<file path="src/rtl/alu_ctrl_pkg.sv">
// Shared constants, state encoding and helpers for the ALU issue/writeback sequencer.
// Opcode/cond field values match the instruction word layout consumed by alu_issue_ctrl.
package alu_ctrl_pkg;

    localparam int ALU_DATA_W = 16;
    localparam int ALU_REG_AW = 3;

    localparam logic [3:0] OP_ADD = 4'b0000;
    localparam logic [3:0] OP_ADI = 4'b0001;
    localparam logic [3:0] OP_NDU = 4'b0010;

    localparam logic [1:0] CND_ALW = 2'b00;
    localparam logic [1:0] CND_C   = 2'b01;
    localparam logic [1:0] CND_Z   = 2'b10;
    localparam logic [1:0] CND_ILL = 2'b11;

    typedef enum logic [1:0] {
        IDLE = 2'd0,
        READ = 2'd1,
        EXEC = 2'd2,
        WB   = 2'd3
    } state_t;

    function automatic logic [ALU_DATA_W-1:0] sext6(input logic [5:0] imm6);
        return {{(ALU_DATA_W-6){imm6[5]}}, imm6};
    endfunction

endpackage

</file>
<file path="src/rtl/cond_eval.sv">
// Combinational decode of opcode/cond against the architectural flags.
// ADI ignores its cond bits (they overlap imm6) and always executes.
module cond_eval
    import alu_ctrl_pkg::*;
(
    input  logic [1:0] cond_i,
    input  logic [3:0] opcode_i,
    input  logic       flag_c_i,
    input  logic       flag_z_i,
    output logic       exec_en_o,
    output logic       illegal_o
);

    always_comb begin
        exec_en_o = 1'b0;
        illegal_o = 1'b0;
        case (opcode_i)
            OP_ADD, OP_NDU: begin
                case (cond_i)
                    CND_ALW: exec_en_o = 1'b1;
                    CND_C:   exec_en_o = flag_c_i;
                    CND_Z:   exec_en_o = flag_z_i;
                    default: illegal_o = 1'b1;
                endcase
            end
            OP_ADI:  exec_en_o = 1'b1;
            default: illegal_o = 1'b1;
        endcase
    end

endmodule

</file>
<file path="src/rtl/alu_issue_ctrl.sv">
// Issue/writeback sequencer in front of an external combinational ALU: reads operands,
// drives the ALU, then conditionally writes the result back and updates the C/Z flags.
//
// Handshake: an instruction transfers on a rising edge where instr_valid and instr_ready
// are both high; instr_ready is high only in IDLE, and the source must hold instr until then.
module alu_issue_ctrl
    import alu_ctrl_pkg::*;
#(
    parameter int DATA_W = ALU_DATA_W,
    parameter int REG_AW = ALU_REG_AW
) (
    input  logic              clk,
    input  logic              rst_n,
    input  logic              instr_valid,
    output logic              instr_ready,
    input  logic [15:0]       instr,
    output logic [REG_AW-1:0] rf_ra_addr,
    output logic [REG_AW-1:0] rf_rb_addr,
    input  logic [DATA_W-1:0] rf_ra_data,
    input  logic [DATA_W-1:0] rf_rb_data,
    output logic [DATA_W-1:0] alu_a,
    output logic [DATA_W-1:0] alu_b,
    output logic              alu_op,
    input  logic [DATA_W-1:0] alu_res,
    input  logic              alu_cout,
    output logic              rf_we,
    output logic [REG_AW-1:0] rf_waddr,
    output logic [DATA_W-1:0] rf_wdata,
    output logic              flag_c,
    output logic              flag_z,
    output logic              done,
    output logic              skipped,
    output logic              illegal,
    output state_t            dbg_state_o
);

    state_t              state_q;
    logic [15:0]         instr_q;
    logic [DATA_W-1:0]   alu_a_q;
    logic [DATA_W-1:0]   alu_b_q;
    logic                alu_op_q;
    logic                rf_we_q;
    logic [REG_AW-1:0]   rf_waddr_q;
    logic [DATA_W-1:0]   rf_wdata_q;
    logic                flag_c_q;
    logic                flag_z_q;
    logic                done_q;
    logic                skipped_q;
    logic                illegal_q;

    logic [3:0]          opcode_q;
    logic                is_adi;
    logic [2:0]          dest_d;
    logic [DATA_W-1:0]   imm_ext;
    logic [15:0]         cond_src;
    logic                cond_exec_en;
    logic                cond_illegal;

    assign opcode_q = instr_q[15:12];
    assign is_adi   = (opcode_q == OP_ADI);
    assign dest_d   = is_adi ? instr_q[8:6] : instr_q[5:3];
    assign imm_ext  = DATA_W'(sext6(instr_q[5:0]));

    // In IDLE the decoder looks at the offered word (legality); afterwards at the latched one.
    assign cond_src = (state_q == IDLE) ? instr : instr_q;

    cond_eval u_cond_eval (
        .cond_i    (cond_src[1:0]),
        .opcode_i  (cond_src[15:12]),
        .flag_c_i  (flag_c_q),
        .flag_z_i  (flag_z_q),
        .exec_en_o (cond_exec_en),
        .illegal_o (cond_illegal)
    );

    always_ff @(posedge clk or negedge rst_n) begin
        if (!rst_n) begin
            state_q    <= IDLE;
            instr_q    <= '0;
            alu_a_q    <= '0;
            alu_b_q    <= '0;
            alu_op_q   <= 1'b0;
            rf_we_q    <= 1'b0;
            rf_waddr_q <= '0;
            rf_wdata_q <= '0;
            flag_c_q   <= 1'b0;
            flag_z_q   <= 1'b0;
            done_q     <= 1'b0;
            skipped_q  <= 1'b0;
            illegal_q  <= 1'b0;
        end else begin
            done_q    <= 1'b0;
            rf_we_q   <= 1'b0;
            skipped_q <= 1'b0;
            illegal_q <= 1'b0;
            case (state_q)
                IDLE: begin
                    if (instr_valid) begin
                        instr_q <= instr;
                        if (cond_illegal) begin
                            state_q   <= WB;
                            done_q    <= 1'b1;
                            illegal_q <= 1'b1;
                        end else begin
                            state_q <= READ;
                        end
                    end
                end
                READ: begin
                    alu_a_q  <= rf_ra_data;
                    alu_b_q  <= is_adi ? imm_ext : rf_rb_data;
                    alu_op_q <= (opcode_q == OP_NDU);
                    state_q  <= EXEC;
                end
                EXEC: begin
                    // Result, write strobe and flags all land together in the WB cycle; the
                    // condition uses flags as left by the previous instruction.
                    state_q <= WB;
                    done_q  <= 1'b1;
                    if (cond_exec_en) begin
                        rf_we_q    <= 1'b1;
                        rf_waddr_q <= REG_AW'(dest_d);
                        rf_wdata_q <= alu_res;
                        flag_z_q   <= (alu_res == '0);
                        if (!alu_op_q) begin
                            flag_c_q <= alu_cout;
                        end
                    end else begin
                        skipped_q <= 1'b1;
                    end
                end
                WB: begin
                    state_q <= IDLE;
                end
                default: begin
                    state_q <= IDLE;
                end
            endcase
        end
    end

    assign instr_ready = (state_q == IDLE);
    assign rf_ra_addr  = REG_AW'(instr_q[11:9]);
    assign rf_rb_addr  = REG_AW'(instr_q[8:6]);
    assign alu_a       = alu_a_q;
    assign alu_b       = alu_b_q;
    assign alu_op      = alu_op_q;
    assign rf_we       = rf_we_q;
    assign rf_waddr    = rf_waddr_q;
    assign rf_wdata    = rf_wdata_q;
    assign flag_c      = flag_c_q;
    assign flag_z      = flag_z_q;
    assign done        = done_q;
    assign skipped     = skipped_q;
    assign illegal     = illegal_q;
    assign dbg_state_o = state_q;

endmodule

</file>
<file path="config.mk">
export PLATFORM = sky130hd
export DESIGN_NAME = alu_issue_ctrl
export DESIGN_NICKNAME = d
export VERILOG_FILES = /design/src/rtl/alu_ctrl_pkg.sv /design/src/rtl/cond_eval.sv /design/src/rtl/alu_issue_ctrl.sv
export SDC_FILE = /design/constraint.sdc
export NUM_CORES = 1
export LEC_CHECK = 0
export CAP_MARGIN = 20
export CORE_MARGIN = 3
export CORE_UTILIZATION = 43
export DETAILED_ROUTE_END_ITERATION = 8
export PLACE_DENSITY = 0.89
export SKIP_LAST_GASP = 1
export SYNTH_ARGS = -nofsm -noshare
export SYNTH_HDL_FRONTEND = slang
export SYNTH_SLANG_ARGS = --single-unit
</file>
<file path="constraint.sdc">
create_clock -name clk -period 2.1 [get_ports clk]
set_input_delay 0.21 -clock clk [delete_from_list [all_inputs] [get_ports clk]]
set_output_delay 0.21 -clock clk [all_outputs]
set_load 0.005 [all_outputs]
</file>
; Word-level counts from Yosys, hierarchy flattened
; Index checks and enable logic that the tools add are counted.
[totals]
input_bits = 68
ff_bits = 76
wordCells = 51
output_inout_bits = 67
[classes]
n_mux = 18
n_reduce_logical = 9
bitwise = 1
n_eq_ne = 10
[op_table]
columns = cell, count
row1 = $mux 16, 2
row2 = $logic_not 16->1, 1
row3 = $eq 4x1->1 const B, 2
row4 = $eq 4x2->1 const B, 2
row5 = $mux 1, 8
row6 = $pmux 2 s4, 1
row7 = $eq 2x2->1 const B, 3
row8 = $pmux 1 s2, 3
row9 = $eq 2x1->1 const B, 2
row10 = $logic_not 2->1, 2
row11 = $logic_not 4->1, 1
row12 = $mux 2, 2
row13 = $reduce_and 2->1, 2
row14 = $mux 3, 1
row15 = $pmux 1 s3, 1
row16 = $reduce_and 3->1, 1
row17 = $reduce_or 3->1, 1
row18 = $ne 2x2->1 const B, 1
row19 = $reduce_or 2->1, 1
row20 = $not 1->1, 1

; Logic depth before layout (Yosys ltp)
; Gate-level depths: netlist of the first run.
[depth]
depth_word = 9
depth_mapped = 9
mapped_depth_nobuf = 8

; By module
; A second synthesis of the first run with hierarchy kept.
[unflattened]
cells_unflattened = 251
area_unflattened_um2 = 3216.8
[by_module_without_submodules]
columns = module, instances, area_per_inst_um2, cells_per_inst, seq_area_each_um2
row1 = alu_issue_ctrl, 1, 3171.8, 244, 1901.8
row2 = cond_eval, 1, 45.0, 7, 0.0

; Worst setup path after synthesis of the first run
; No wires, ideal clock.
[synth_timing]
kind = reg2reg
start = register state_q[0] (netlist: dbg_state_o[0])
end = register rf_wdata_q[10] (netlist: rf_wdata[10])
setup_slack_ns = 0.061
arrival_ns = 1.914
path_buffers = 2
t_required_ns = 1.975
setup_ns = 0.125
stages_incl_launch_ff = 10
cell_sequence = dfrtp_1 inv_1 ha_1 buf_4 nand2_1 o22a_2 a21oi_4 nand3_4 buf_6 mux2_4
[synth_via]
elab_chain_len = 6
word_cells_on_any_way = 13
[synth_lines]
columns = element, line
row1 = "start, declared", alu_issue_ctrl.sv:37  ; state_t state_q;
row2 = "start signal, assigned", alu_issue_ctrl.sv:78  ; state_q <= IDLE;
row3 = "start signal, assigned", alu_issue_ctrl.sv:101  ; state_q <= WB;
row4 = "start signal, assigned", alu_issue_ctrl.sv:105  ; state_q <= READ;
row5 = $logic_not 2->1 *, n/a
row6 = net instr_ready, alu_issue_ctrl.sv:15  ; output logic instr_ready,
row7 = $mux 16 *, alu_issue_ctrl.sv:65  ; assign cond_src = (state_q == IDLE) ? instr : instr_q;
row8 = "$eq 2x2->1, or another cell as far along", cond_eval.sv:19  ; case (cond_i)
row9 = $pmux 1 s3 / $reduce_or 2->1 (equally long branches), "cond_eval.sv:19, cond_eval.sv:17"
row10 = $pmux 1 s2 *, cond_eval.sv:17  ; case (opcode_i)
row11 = $reduce_and 2->1 (no source line) *, n/a
row12 = "end signal, assigned", alu_issue_ctrl.sv:123  ; rf_wdata_q <= alu_res;
row13 = "end, declared", alu_issue_ctrl.sv:44  ; logic [DATA_W-1:0] rf_wdata_q;
; The timed path passes the listed nets; every way through them passes the cells marked *.
; A chain may end at the register's enable or synchronous reset.

; Worst setup path in the final report of the first run
[layout_timing]
start = register state_q[0] (netlist: dbg_state_o[0])
end = register rf_wdata_q[3] (netlist: rf_wdata[3])
[layout_via]
elab_chain_len = 6
word_cells_on_any_way = 13
[layout_lines]
columns = element, line
row1 = $logic_not 2->1, alu_issue_ctrl.sv:65
row2 = $mux 16, alu_issue_ctrl.sv:65
row3 = "$eq 2x2->1, or another cell as far along", cond_eval.sv:19
row4 = $pmux 1 s3 / $reduce_or 2->1 (equally long branches), "cond_eval.sv:19, cond_eval.sv:17"
row5 = $pmux 1 s2, cond_eval.sv:17
row6 = $reduce_and 2->1 (no source line) *, n/a
; Every way passes the cells marked *; elsewhere a longest branch is shown, timed or not.

==> impl_results.md, run 1 <==
- Status: finished, final reports clean
- Antenna violations before repair: 0
- Arr. time, crit path: 2170 ps
- Final Wtd Congestion: 0.839
- Final hold violation count: 0
- Register share of total power: 36.2%
- Slew at the pin closest to its max-slew limit: 486 ps
- Met2 GRT Util: 33.2%
- P&R area growth vs syn: 52.9%
- Synth Warn #: 0
- Later-pin clock latency in the skew report: 340 ps
- Via count: 2428
- Clock power frac: 16.7%
- Grt total ovfl: 0
- Pre-CTS WS: -31.9 ps
- Worst Setup Slack, final: 147 ps
- Total CTS buffers: 9
- Number of max-cap violations: 0
- Startpoint types: register
- Synth unique cells: 32
- Synthesized area: 0.00325 mm^2
- First-pass GRT wire length: 12.8 mm
- Mapped Nets: 319
- Vias per inst: 4.95
- Drt first-iter violations: 36
- Tot Pwr: 7.21 mW
- Pleak: 2.13 nW
- Post-layout nets: 459
- Initial core utilization: 44.5%
- Sw power: 2.15 mW
- Power per cell area: 1450 mW/mm^2
- Max-slew violation count: 0
- Worst-path clk slew: 80 ps
- GR Layer Usage met1: 21.4%
- Die Height: 92.9 um
- Drt wl/cell: 16.4 um
- Largest net degree at the start of global routing: 38
- IO Port Bufs: 134
- VDD IR max: 0.000652 V
- Die ar.: 0.00863 mm^2
- Setup crit end kind: register
- Mapped Avg Cell Area: 13.1 um^2
- Period minus WS final: 1950 ps
- CTS H-tree depth: 3
- Critical path fanouts, max: 16
- Global Route met3 Usage: 7.31%
- GRT Total Usage: 19.2%
- Worst Skew: 11.6 ps
- Setup bufs post-CTS: 0
- Grt peak-use layer: met2
- Rows: 31
- Clk buf depth: 2
- Sequential share of the synthesized area: 58.6%
- Number of iterations in the first detailed-routing pass: 4
- CP required: 2320 ps
- IO Pins: 135
- Internal power: 5.06 mW
- Switching portion of total power: 29.8%
- Number of global-route vias before repair: 2662
- Fmax: 512 MHz
- Reg2Reg Setup Slack: 150 ps
- Final worst path period share: 93.0%
- ANT nets after route: 0
- Synth Instances: 247
- Comb power frac: 47.1%
- HPWL after detailed placement: 6.17 mm
- Share of layout cells above drive strength 1: 23.0%
- Clock tree root buffer cell: clkbuf_8
- Worst setup path class: register to register
- Worst rel slew slack: 67.6%
- Core area: 0.00729 mm^2
- TritonCTS Sinks: 76
- CTS tree: built
- N_diodes: 0
- FF+latch count, synth: 76
- Unrepaired setup endpoints after global routing: false
- Setup-failing EPs final: 0
- Hold Crit Class: primary input to async pin
- DRT Wirelength: 8.05 mm
- DRC: 0
- Chip Width: 92.9 um
[path summary, 6_finish.rpt]
check	cells past startpoint	start	end
worst max-delay path	8	dbg_state_o[0]$_DFFE_PN0P_	rf_wdata[3]$_DFFE_PN0P_
worst min-delay path	2	rst_n	rf_wdata[8]$_DFFE_PN0P_
min in group clk	2	rf_ra_data[11]	alu_a[11]$_DFFE_PN0N_
worst max register to register	8	dbg_state_o[0]$_DFFE_PN0P_	rf_wdata[3]$_DFFE_PN0P_
worst min register to register	1	instr_q[11]$_DFFE_PN0P_	instr_q[11]$_DFFE_PN0P_
max in group asynchronous	3	rst_n	rf_wdata[3]$_DFFE_PN0P_
[through the flow]
stage          area, um^2  instances  setup TNS (ps)  utilization, %  hold WS, ps
5_1_grt              4960        491               0            68.1          405
2_1_floorplan        3250        247               0               -        -85.6
3_5_place_dp         4720        474            -279            64.7          198
4_1_cts              4950        491               0            67.8          368
6_report             4960        491               0            68.1          364
3_3_place_gp         4720        474               0            64.7          191
[worst max-delay path: stages, from the launching register on]
cell and delay [ps]:
dfrtp_1 410, inv_1 120, ha_4 220, mux2i_1 90
o22ai_1 200, nand2_1 150, nand3_4 130, buf_12 170
mux2_2 340
[synth_stat cells]
cell / n / area share, %
nand2b_1: 1 / 0.19
a21oi_4: 1 / 0.50
clkbuf_1: 8 / 0.92
buf_6: 2 / 0.69
mux2_2: 44 / 15
nand4_1: 2 / 0.39
nand2_1: 6 / 0.69
or3_1: 1 / 0.19
inv_2: 1 / 0.12
mux2i_1: 8 / 2.5
buf_4: 7 / 1.6
a21oi_1: 29 / 4.5
mux2_4: 10 / 4.6
nor4_1: 4 / 0.77
o21ai_0: 2 / 0.31
nor4b_1: 1 / 0.27
buf_2: 1 / 0.15
nor2_1: 20 / 2.3
o22ai_1: 1 / 0.19
nand3_4: 1 / 0.54
nor3_1: 2 / 0.31
or2_2: 1 / 0.19
o22a_2: 1 / 0.31
ha_1: 4 / 1.5
a21o_1: 1 / 0.23
o21a_1: 2 / 0.46
a31oi_1: 1 / 0.19
a211oi_1: 1 / 0.23
a211oi_2: 1 / 0.39
dfrtp_1: 76 / 59
inv_1: 6 / 0.69
nor2b_1: 1 / 0.19
[cells by family (layout without fill, tap and decap cells)]
family,after synthesis,count (layout),synth area share [%]
AO/OA/AOI/OAI,40,40,7.28
adder cells (fa/ha/maj),4,4,1.54
buffers and inverters,25,170,4.20
flip-flops,76,76,58.6
multiplexers,62,62,22.4
AND/OR/NAND/NOR,40,40,6.05
[routing by layer]
layer  up-vias  routed length [um]
met4         0                  91
met5         -                   0
met3         9                 701
met2       101                4080
met1      1180                3180
li1       1138                   -
[power by group through the flow]
stage,combinational [mW],sequential (mW),clock [mW]
final,3.40,2.61,1.21
after global routing,3.68,2.70,1.31
after CTS,3.41,2.62,1.24
after detailed placement,3.40,2.63,0
after global placement,3.27,2.60,0
after floorplan,1.61,2.61,0
[area by class of cell]
class | instances | area [um^2]
Inverter | 7 | 26.3
Tap cell | 99 | 124
Sequential cell | 76 | 1900
Clock buffer | 12 | 145
Fill cell | 554 | 2330
Clock inverter | 4 | 72.6
Multi-Input combinational cell | 146 | 1230
Timing Repair Buffer | 147 | 1460
[repair_timing]
action | CTS | global route
hold buffers | 1 | 0
gates resized for setup | 1 | 2
setup endpoints to repair | 20 | 21
cloned | 0 | 0
hold endpoints to repair | 35 | 0
[layout by cell type, fill, tap and decap left out]
master           Yosys  final
nor2_1              20     20
inv_2                1      1
clkbuf_8             0     10
o22ai_1              1      1
mux2_2              44     44
nor4b_1              1      1
o21ai_0              2      2
ha_4                 0      1
a211oi_1             1      1
or3_1                1      1
a21oi_1             29     29
a21o_1               1      1
nand2b_1             1      1
clkinv_2             0      1
clkbuf_1             8      2
nand4_1              2      2
dfrtp_1             76     76
nand3_4              1      1
nor2b_1              1      1
or2_2                1      1
buf_12               0      2
dlygate4sd3_1        0      1
o21a_1               2      2
nor3_1               2      2
clkinvlp_4           0      1
mux2i_1              8      8
buf_4                7     11
a31oi_2              0      1
a21oi_4              1      1
a211oi_2             1      1
ha_2                 0      1
clkdlybuf4s50_1      0    133
inv_1                6      6
nand2_1              6      6
nor4_1               4      4
bufinv_16            0      2
mux2_4              10     10
ha_1                 4      2
o22a_2               1      1
[registers in the layout, indices dropped and copies added (netlist names), 2 cells and up]
signal / count
alu_a: 16
rf_wdata: 16
alu_b: 16
rf_waddr: 3
instr_q: 16
dbg_state_o: 2
No activity file was read; power rests on OpenSTA's default activity.
==> run 2: changes to the inputs <==
--- a/config.mk
+++ b/config.mk
@@ -9,6 +9,7 @@
 export CORE_MARGIN = 3
 export CORE_UTILIZATION = 43
 export DETAILED_ROUTE_END_ITERATION = 8
+export GPL_ROUTABILITY_DRIVEN = 0
 export PLACE_DENSITY = 0.89
 export SKIP_LAST_GASP = 1
 export SYNTH_ARGS = -nofsm -noshare
==> results of run 2 <==
Same layout as run 1: the final DEF is identical, and so are final timing and power.
==> run 3: changes to the inputs <==
==> constraint.sdc (replaced) <==
create_clock -name clk -period 2 [get_ports clk]
set_input_delay 0.2 -clock clk [delete_from_list [all_inputs] [get_ports clk]]
set_output_delay 0.2 -clock clk [all_outputs]
set_load 0.005 [all_outputs]
==> run 3 against run 2 <==
Combinational power grew 12%; non-clock buffer count rose by 9; the run now ends with negative setup slack left; cell count grew 1.8%; largest power group unchanged; highest routed layer unchanged; die area did not move; count of clock-buffer cells in the layout is 1 lower; global-route usage up 0.16 points; routed wire length is 1.9% higher; power increased by 6.8%; sequential cell count unchanged; sequential share of layout area shrank 0.75 points; core utilization increased by 1.4 points.
==> impl_results.md, run 3 (same netlist as run 1, synthesis figures left out) <==
- Drt first-iter violations: 82 (+130%)
- Core Util, Final: 69.4% (+1.4 points)
- Hold Crit Class: primary input to async pin
- Startpoint types: register
- Clk buf depth: 2 (unchanged)
- CP required: 2220 ps (-100 ps)
- ANT nets after route: 0 (unchanged)
- Fmax: 489 MHz (-4.5%)
- Commonest non-fill, non-tap cell in the layout: clkdlybuf4s50_1
- Fillers: 517 (-6.7%)
- TritonCTS Sinks: 76 (unchanged)
- CTS tree: built
- Dpl cell area: 0.00473 mm^2 (+0.27%)
- CTS H-tree depth: 3 (unchanged)
- Share of layout cells above drive strength 1: 25.2% (+2.2 points)
- IO Port Bufs: 134 (unchanged)
- Critical path fanouts, max: 8 (-8)
- Number of global-route vias before repair: 2606 (-2.1%)
- Slew at the pin closest to its max-slew limit: 526 ps (+40.5 ps)
- Final worst path period share: 102% (+9.3 points)
- Rows: 31 (unchanged)
- Setup crit end kind: register
- Core area: 0.00729 mm^2 (unchanged)
- Worst Skew: 7.41 ps (-4.17 ps)
- Initial core utilization: 44.5% (unchanged)
- Worst rel slew slack: 64.9% (-2.7 points)
- Pre-CTS WS: 20.6 ps (+52.5 ps)
- Reg2reg start: dbg_state_o[0]$_DFFE_PN0P_
- Crit path largest cell delay: 390 ps (-20 ps)
- Worst path cell trace: inv_2 > ha_4 > buf_12 > mux2i_1 > o22ai_1 > nand2_1 > nand3_4 > buf_12 > mux2_2
- HPWL after detailed placement: 6.10 mm (-1.1%)
- Worst-path clk slew: 80 ps (about the same)
- Arr. time, crit path: 2270 ps (+100 ps)
- Number of max-cap violations: 0 (unchanged)
- DRT Wirelength: 8.20 mm (+1.9%)
- Most frequent cells in the layout: clkdlybuf4s50_1, dfrtp_1, mux2_2, a21oi_1, nor2_1
- Failing checks: negative setup slack
- Final hold violation count: 0 (unchanged)
- Drt wl/cell: 16.4 um (about the same)
- Status: finished with violations
- Later-pin clock latency in the skew report: 340 ps (about the same)
- Worst path most repeated cell: buf_12
- Setup-failing EPs final: 14 (+14)
- Die ar.: 0.00863 mm^2 (unchanged)
- P&R area growth vs syn: 55.9%
- Vias per inst: 4.88 (-1.3%)
- Max-slew violation count: 0 (unchanged)
- Number of iterations in the first detailed-routing pass: 4 (unchanged)
- Worst setup path class: register to register
- Period minus WS final: 2050 ps (+93.0 ps)
- GRT Total Usage: 19.3% (+0.16 points)
- Via count: 2440 (+0.49%)
- IO Pins: 135 (unchanged)
- Unrepaired setup endpoints after global routing: true
- Chip Width: 92.9 um (unchanged)
- Total CTS buffers: 9 (unchanged)
- Post-route cell area: 0.00506 mm^2 (+2.0%)
- Power per cell area: 1520 mW/mm^2 (+4.7%)
- VDD IR max: 0.000637 V (-2.4%)
- CP max-delay cell: dfrtp_1
- Pleak: 2.19 nW (+2.7%)
- First-pass GRT wire length: 12.8 mm (+0.11%)
- Die Height: 92.9 um (unchanged)
- Clock tree root buffer cell: clkbuf_8
- Post-layout nets: 468 (+2.0%)
- DRC: 0 (unchanged)
- Largest net degree at the start of global routing: 42 (+11%)
- Antenna violations before repair: 0 (unchanged)
- Crit path from: dbg_state_o[0]$_DFFE_PN0P_
- Grt total ovfl: 0 (unchanged)
- Worst Setup Slack, final: -45.9 ps (-193 ps)
- N_diodes: 0 (unchanged)
==> run 3: layout make-up <==
type	instances	area [um^2]	area share (%)
multi-input cells	146	1250	24.7
inverters	7	26.3	0.519
clock inverters	5	61.3	1.21
flip-flops and latches	76	1900	37.6
clock buffers	11	131	2.60
repair buffers	156	1570	30.9
well taps	99	124	2.45
==> run 3: repair_timing <==
item | CTS | global route
gates resized for setup | 0 | 9
endpoints found under the setup margin | 0 | 20
hold buffers | 1 | 0
hold endpoints to repair | 39 | 0
buffers inserted | 0 | 8
==> run 3: layer usage <==
metal	GRT usage, %	vias up	wire, um
met3	6.26	8	639
met1	24.3	1160	3440
met2	32.0	110	4010
met4	5.49	0	108
li1	-	1162	-
met5	0	-	0
==> run 3: stage by stage <==
| stage | cells | TNS [ps] | power [mW] | hold WS [ps] |
|---|---|---|---|---|
| after detailed placement | 474 | 0 | 6.35 | 216 |
| after floorplan | 247 | 0 | 4.47 | -95.6 |
| final | 500 | -331 | 7.71 | 369 |
| after CTS | 491 | 0 | 7.50 | 386 |
| after global routing | 500 | -2350 | 8.23 | 415 |
| after global placement | 474 | 0 | 6.18 | 212 |
==> run 3: worst max-delay path, delay by kind of cell, from the launching register on <==
kind | cells | cell delay [ps]
buf+inv | 3 | 360
mux | 2 | 450
flops | 1 | 390
compound gates | 1 | 250
simple gates | 2 | 300
fa+ha+maj | 1 | 190
==> run 3: power breakdown <==
part           internal (mW)  switching (mW)  total (mW)
registers               2.30           0.458        2.75
logic                   2.48            1.34        3.82
clock network          0.582           0.553        1.14
total                   5.36            2.35        7.71
==> run 3: final timing paths <==
check	endpoint	slack, ps	depth (start not counted)
setup / recovery	rf_wdata[4]$_DFFE_PN0P_	-50	9
hold / removal	alu_b[8]$_DFFE_PN0N_	370	2
setup reg to reg	rf_wdata[4]$_DFFE_PN0P_	-50	9
hold reg to reg	alu_a[4]$_DFFE_PN0N_	510	1
max in group asynchronous	instr_q[5]$_DFFE_PN0P_	970	3
min in group clk	instr_q[6]$_DFFE_PN0P_	470	2
